`src/rtl/loop_acc.sv`:
```
// Reduction stage for the GEMM datapath: sign-extends and accumulates each
// first/last-delimited element group into one result held in a 2-entry queue.
module loop_acc #(
  parameter int unsigned DW = 16,
  parameter int unsigned AW = 32,
  parameter int unsigned CW = 16
) (
  input  logic          clk,
  input  logic          rst,
  input  logic          in_valid,
  output logic          in_ready,
  input  logic [DW-1:0] in_data,
  input  logic          in_first,
  input  logic          in_last,
  output logic          out_valid,
  input  logic          out_ready,
  output logic [AW-1:0] out_data,
  output logic [CW-1:0] out_count,
  output logic          busy,
  output logic          ovf,
  output logic          err
);

  localparam int unsigned QW = 2;

  typedef enum logic {
    IDLE = 1'b0,
    ACC  = 1'b1
  } state_e;

  typedef struct packed {
    logic [CW-1:0] cnt;
    logic [AW-1:0] data;
  } res_t;

  state_e        state_q, state_d;
  logic [AW-1:0] acc_q, acc_d;
  logic [CW-1:0] cnt_q, cnt_d;
  logic          ovf_q, ovf_d;
  logic          err_q, err_d;
  logic          busy_q, busy_d;

  res_t          hd_q, hd_d;
  res_t          tl_q, tl_d;
  logic [QW-1:0] occ_q, occ_d;
  logic          out_valid_q, out_valid_d;
  logic          in_ready_q, in_ready_d;

  logic          accept;
  logic          start;
  logic          push;
  logic          pop;
  logic [AW-1:0] sext_data;
  logic [AW-1:0] sum;
  logic          add_ovf;
  res_t          res;

  // Element decode and the group arithmetic shared by FSM and queue.
  always_comb begin
    accept    = in_valid & in_ready_q;
    start     = in_first | (state_q == IDLE);
    sext_data = AW'($signed(in_data));
    sum       = acc_q + sext_data;
    add_ovf   = (acc_q[AW-1] == sext_data[AW-1]) && (sum[AW-1] != acc_q[AW-1]);
    res.data  = start ? sext_data : sum;
    res.cnt   = start ? CW'(1) : cnt_q + CW'(1);
    push      = accept & in_last;
    pop       = out_valid_q & out_ready;
  end

  always_ff @(posedge clk or negedge rst) begin
    if (!rst) begin
      state_q <= IDLE;
    end else begin
      state_q <= state_d;
    end
  end

  // Group FSM: next state, accumulator, counter and sticky flags.
  always_comb begin
    state_d = state_q;
    acc_d   = acc_q;
    cnt_d   = cnt_q;
    ovf_d   = ovf_q;
    err_d   = err_q;
    if (accept) begin
      acc_d = res.data;
      cnt_d = res.cnt;
      if (!start && add_ovf) begin
        ovf_d = 1'b1;
      end
      // A restart inside an open group drops the partial sum silently.
      if (in_first && (state_q == ACC)) begin
        err_d = 1'b1;
      end
      state_d = in_last ? IDLE : ACC;
    end
    busy_d = (state_d == ACC);
  end

  always_ff @(posedge clk or negedge rst) begin
    if (!rst) begin
      acc_q  <= '0;
      cnt_q  <= '0;
      ovf_q  <= 1'b0;
      err_q  <= 1'b0;
      busy_q <= 1'b0;
    end else begin
      acc_q  <= acc_d;
      cnt_q  <= cnt_d;
      ovf_q  <= ovf_d;
      err_q  <= err_d;
      busy_q <= busy_d;
    end
  end

  // Result queue: head slot drives the outputs and keeps its value once drained.
  always_comb begin
    hd_d  = hd_q;
    tl_d  = tl_q;
    occ_d = occ_q;
    unique case ({push, pop})
      2'b10:   occ_d = occ_q + QW'(1);
      2'b01:   occ_d = occ_q - QW'(1);
      default: occ_d = occ_q;
    endcase
    if (pop && (occ_q == QW'(2))) begin
      hd_d = tl_q;
    end
    if (push) begin
      if ((occ_q == QW'(0)) || (pop && (occ_q == QW'(1)))) begin
        hd_d = res;
      end else begin
        tl_d = res;
      end
    end
    out_valid_d = (occ_d != QW'(0));
    in_ready_d  = (occ_d != QW'(2));
  end

  always_ff @(posedge clk or negedge rst) begin
    if (!rst) begin
      hd_q        <= '0;
      tl_q        <= '0;
      occ_q       <= '0;
      out_valid_q <= 1'b0;
      in_ready_q  <= 1'b1;
    end else begin
      hd_q        <= hd_d;
      tl_q        <= tl_d;
      occ_q       <= occ_d;
      out_valid_q <= out_valid_d;
      in_ready_q  <= in_ready_d;
    end
  end

  assign in_ready  = in_ready_q;
  assign out_valid = out_valid_q;
  assign out_data  = hd_q.data;
  assign out_count = hd_q.cnt;
  assign busy      = busy_q;
  assign ovf       = ovf_q;
  assign err       = err_q;

endmodule

```
`config.mk`:
```
export PLATFORM = sky130hd
export DESIGN_NAME = loop_acc
export DESIGN_NICKNAME = d
export VERILOG_FILES = /design/src/rtl/loop_acc.sv
export SDC_FILE = /design/constraint.sdc
export NUM_CORES = 1
export LEC_CHECK = 0
export ABC_AREA = 1
export ABC_CLOCK_PERIOD_IN_PS = 3400
export BUFFER_PORTS_ARGS = -buffer_cell sky130_fd_sc_hd__buf_2
export CAP_MARGIN = 20
export CORE_UTILIZATION = 55
export CTS_CLUSTER_DIAMETER = 100
export DETAILED_ROUTE_END_ITERATION = 7
export GPL_TIMING_DRIVEN = 1
export MAX_ROUTING_LAYER = met4
export PLACE_DENSITY = 0.74
export SLEW_MARGIN = 0
export SYNTH_ARGS = -nofsm -noshare
export SYNTH_HDL_FRONTEND = slang
export SYNTH_SLANG_ARGS = --single-unit
```
`constraint.sdc`:
```
create_clock -name clk -period 3.4 [get_ports clk]
set_input_delay 0.17 -clock clk [delete_from_list [all_inputs] [get_ports clk]]
set_output_delay 0.17 -clock clk [all_outputs]
set_load 0.05 [all_outputs]
```
# Yosys cells after proc, flatten, opt, wreduce, memory -nomap -nowiden
# Index checks and enable logic that the tools add are counted.
# Widths: inputs -> output; s select.
# word_totals
reg_bits	151
elab_cells	48
output_inout_bits	53
# op_classes
n_addsub	4
muxes	7
n_bitwise	6
n_reduce_logical	12
n_eq_ne	7
# op_table
op	count
$mux 48	3
$add 32x32->32	1
$mux 32	1
$add 16x1->16 const B	1
$mux 16	1
$reduce_and 2->1	3
$logic_and 1x1->1	5
$eq 2x1->1 const B	2
$eq 2x2->1 const B	2
$pmux 2 s2	1
$and 1x1->1	3
$add 2x1->2 const B	1
$logic_not 2->1	1
$ne 2x2->1 const B	1
$not 1->1	2
$reduce_bool 2->1	1
$sub 2x1->2 const B	1
$eq 1x1->1	1
$logic_not 1->1	1
$logic_or 1x1->1	1
$mux 1	1
$ne 1x1->1	1
$or 1x1->1	1

# Longest topological paths before layout
# depth
word_depth	5
mapped_depth	16
mapped_depth_nobuf	16

# Worst setup path after synthesis
# OpenSTA, ideal clock, no wires.
# synth_timing
path_kind	register to register
from	register acc_q[0]
to	register hd_q, in the netlist out_data[12]
t_arrival_ps	1851
required_time_ps	3280
synth_period_minus_slack_ps	1970
n_path_buf	0
slack_ps	1430
path_stages_with_launch	12
cell_sequence	dfrtp_1 -> ha_1 -> fa_1 -> nand3_1 -> nand3_1 -> nand3_1 -> nand3_1 -> xor2_1 -> nand2_1 -> nand2_1 -> o21ai_0 -> inv_1
# synth_lines
element	line_no	source
start: declaration	37	logic [AW-1:0] acc_q, acc_d;
start signal: assignment	103	acc_q <= '0;
start signal: assignment	109	acc_q <= acc_d;
end signal: assignment	143	hd_q <= '0;
end signal: assignment	149	hd_q <= hd_d;
end: declaration	43	res_t hd_q, hd_d;

==> flow_summary.yaml <==
outcome:
  outcome: "finished, final reports clean"
pwr:
  cellLeakagePower_uw: 0.00569
  powerDensity_nw_per_um2: 990
  finalPower_uw: 10300
  max-vdd-ir-drop_uv: 656
clock_tree:
  cts_tree: "done"
  htreeDepth: 4
  path_clk_slew_ns: 0.06
  cts_root_buf: "clkbuf_16"
  cts_sinks: 151
  cts_buffers: 17
  clk_latency_ns: 0.42
  post_cts_buffers: 0
  cts_hold_buf: 1
  cts_resized: 0
  cts_buffer_depth: 2
yosys:
  synth_seq_area_share_pct: 40.8
  netlist_area_um2: 9280
  synth-seq-cells: 151
  synthCells: 1336
  syn_avg_cell_area_um2: 6.94
  yosys_warnings: 0
  synth_nets: 1396
  synth.distinct_cells: 40
setup_path:
  cp_slowest_cell: "fa_1"
  cp_max_fo: 5
  cpMostUsedCell: "nand3_1"
  critPathBufInv: 1
  crit_path_start_kind: "register"
  cp_slowest_stage_delay_ns: 0.46
  worst_ep_arrival_time_ns: 2.78
  critPathTopFamily: "simple AND/OR/NAND/NOR gates"
  critPathRequiredTime_ns: 3.76
  worstSetupPathType: "reg -> reg"
  crit_chain: "ha_1, fa_1, nand3_1, nand3_1, nand3_1, nand3_1, nand2_1, nand2_1, nand2_1, nand3_1, nand3_1, o21ai_0, inv_1"
  cp-end-kind: "register"
finish:
  syn2layout_area_growth_pct: 12.4
  layout.nets: 1453
  fin_util_pct: 63.1
  finalNonFillerCells: 1625
  drive_above_1_share_pct: 11.2
  fillCellCount: 1515
  diodes: 0
floorplan:
  die_h_um: 132
  io_pins: 75
  dieArea_um2: 17400
  start_util_pct: 56.1
  die_w_um: 132
  rows: 47
  core_area_um2: 16500
timing:
  drv_slew: 0
  rsz0062_at_grt: "no"
  finalClockSkew_ns: 0.00904
  period_needed_ns: 2.42
  tightest_slew_ns: 1.04
  slew_headroom_pct: 30.9
  timing.fmax_mhz: 413
  setup_tns_ns: 0
  period_share_pct: 71.2
  setup_viol: 0
  hold_violations: 0
  worst_slack_ns: 0.980
global_routing:
  antenna_found_initial: 0
  grt_usage_pct: 29.9
  grt_pass1_wl_mm: 39.9
  grt_max_degree: 89
  grt_pass1_vias: 8163
  overflow: 0
placed_design:
  dp_slack_ns: 1.04
  numPortBuffers: 74
  dp_hpwl_mm: 16.7
  place_congestion: 0.961
  placedCellCount: 1593
job:
  cap_violations: 0
detailed_routing:
  routed_wl_mm: 24.0
  drt-pass1-iter-count: 6
  vias: 8575
  ant_nets: 0
  vias_per_cell: 5.28
  drtIter0Drc: 597
  wl_per_cell_um: 14.8
  route.detailed.drc: 0
min_path:
  hp-class: "in -> reg"
==> worst reg2reg max path, stage by stage (launching register included) <==
cell and delay [ns]:
dfrtp_1 0.39, ha_1 0.26, fa_1 0.46, nand3_1 0.12
nand3_1 0.15, nand3_1 0.11, nand3_1 0.19, nand2_1 0.14
nand2_1 0.06, nand2_1 0.07, nand3_1 0.13, nand3_1 0.12
o21ai_0 0.09, inv_1 0.08
==> stage by stage <==
stage	hold slack, ns	instance area [µm²]
floorplan	-0.126	9280
global placement	0.300	9820
detailed placement	0.301	9820
CTS	0.0322	10400
global route	0.0325	10400
finish	0.0453	10400
==> final timing paths <==
path | startpoint | to | depth (start not counted) | slack, ns
max | acc_q[0]$_DFFE_PN0P_ | out_data[20]$_DFF_PN0_ | 13 | 0.98
min | in_first | err$_DFFE_PN0P_ | 2 | 0.05
max reg2reg | acc_q[0]$_DFFE_PN0P_ | out_data[20]$_DFF_PN0_ | 13 | 0.98
min reg2reg | err$_DFFE_PN0P_ | err$_DFFE_PN0P_ | 1 | 0.46
max in group asynchronous | rst | tl_q[22]$_DFFE_PN0P_ | 3 | 2.21
min in group asynchronous | rst | acc_q[6]$_DFFE_PN0P_ | 2 | 0.38
==> layout make-up <==
type	count	area, µm²	area share, %
Tap cell	220	275	2.64
Sequential cell	151	3780	36.3
Clock inverter	10	146	1.40
Inverter	179	672	6.45
Clock buffer	21	440	4.23
Timing Repair Buffer	86	482	4.62
Multi-Input combinational cell	958	4630	44.4
==> cell usage after synthesis <==
master | count | area [µm²]
nand2_1 | 522 | 1960
inv_1 | 172 | 646
dfrtp_1 | 150 | 3750
nand3_1 | 95 | 475
o21ai_0 | 80 | 400
nor2_1 | 73 | 274
ha_1 | 37 | 463
a21oi_1 | 32 | 160
clkbuf_1 | 28 | 105
a31oi_1 | 22 | 138
buf_2 | 16 | 80.1
o211ai_1 | 12 | 90.1
or2_2 | 10 | 62.6
nor3_1 | 8 | 40.0
o21ai_1 | 8 | 40.0
xor2_1 | 7 | 61.3
nand2_2 | 6 | 37.5
xnor2_1 | 6 | 52.6
inv_2 | 5 | 18.8
nand3_2 | 5 | 50.1
nand4_1 | 5 | 31.3
o21bai_1 | 5 | 37.5
nor2_2 | 4 | 25.0
nor2_4 | 4 | 45.0
mux2i_1 | 3 | 30.0
o21ai_2 | 3 | 26.3
buf_1 | 2 | 7.51
buf_4 | 2 | 15.0
clkinv_1 | 2 | 7.51
nand4_2 | 2 | 25.0
a21boi_1 | 1 | 7.51
a21o_1 | 1 | 7.51
a21oi_2 | 1 | 8.76
a31o_2 | 1 | 8.76
dfstp_2 | 1 | 26.3
fa_1 | 1 | 20.0
nand3_4 | 1 | 17.5
nor4_1 | 1 | 6.26
or2_1 | 1 | 6.26
or2_4 | 1 | 8.76
==> cells by family after synthesis <==
family          Yosys count  share of synthesized area (%)
flops                   151                           40.8
mux                       3                          0.324
fa+ha+maj                38                           5.21
xor+xnor                 13                           1.23
buf+inv                 227                           9.48
compound gates          166                           9.97
simple gates            738                           33.0
==> metal layers <==
| layer | up-vias | GRT usage (%) | wire (µm) |
|---|---|---|---|
| li1 | 4313 | - | - |
| met1 | 3952 | 37.7 | 10900 |
| met2 | 251 | 48.5 | 11300 |
| met3 | 59 | 5.11 | 1080 |
| met4 | 0 | 10.9 | 706 |
| met5 | - | - | 0 |
==> cells in the final DEF, fill, tap and decap left out, drive strengths merged, types with 3 or more instances in the layout <==
cell and instances:
nand3 101, a31oi 22, a21oi 33, o211ai 12
nand2 528, clkinv 5, o21bai 5, ha 37
xnor2 6, clkbuf 21, or2 12, xor2 7
bufinv 3, nor2 81, inv 180, buf 85
o21ai 91, nor3 8, dfrtp 150, mux2i 3
nand4 7
==> power by group <==
part	switching [µW]	internal (µW)
combinational	3830	1610
sequential	440	2520
clock	759	1160
total	5030	5290
==> sequential cells by signal, indices dropped and copies added (netlist names), 2 cells and up <==
| register | cells |
|---|---|
| cnt_q | 16 |
| acc_q | 32 |
| out_data | 32 |
| out_count | 16 |
| tl_q | 48 |
| occ_q | 2 |
Power figures use the tool's default switching activity.
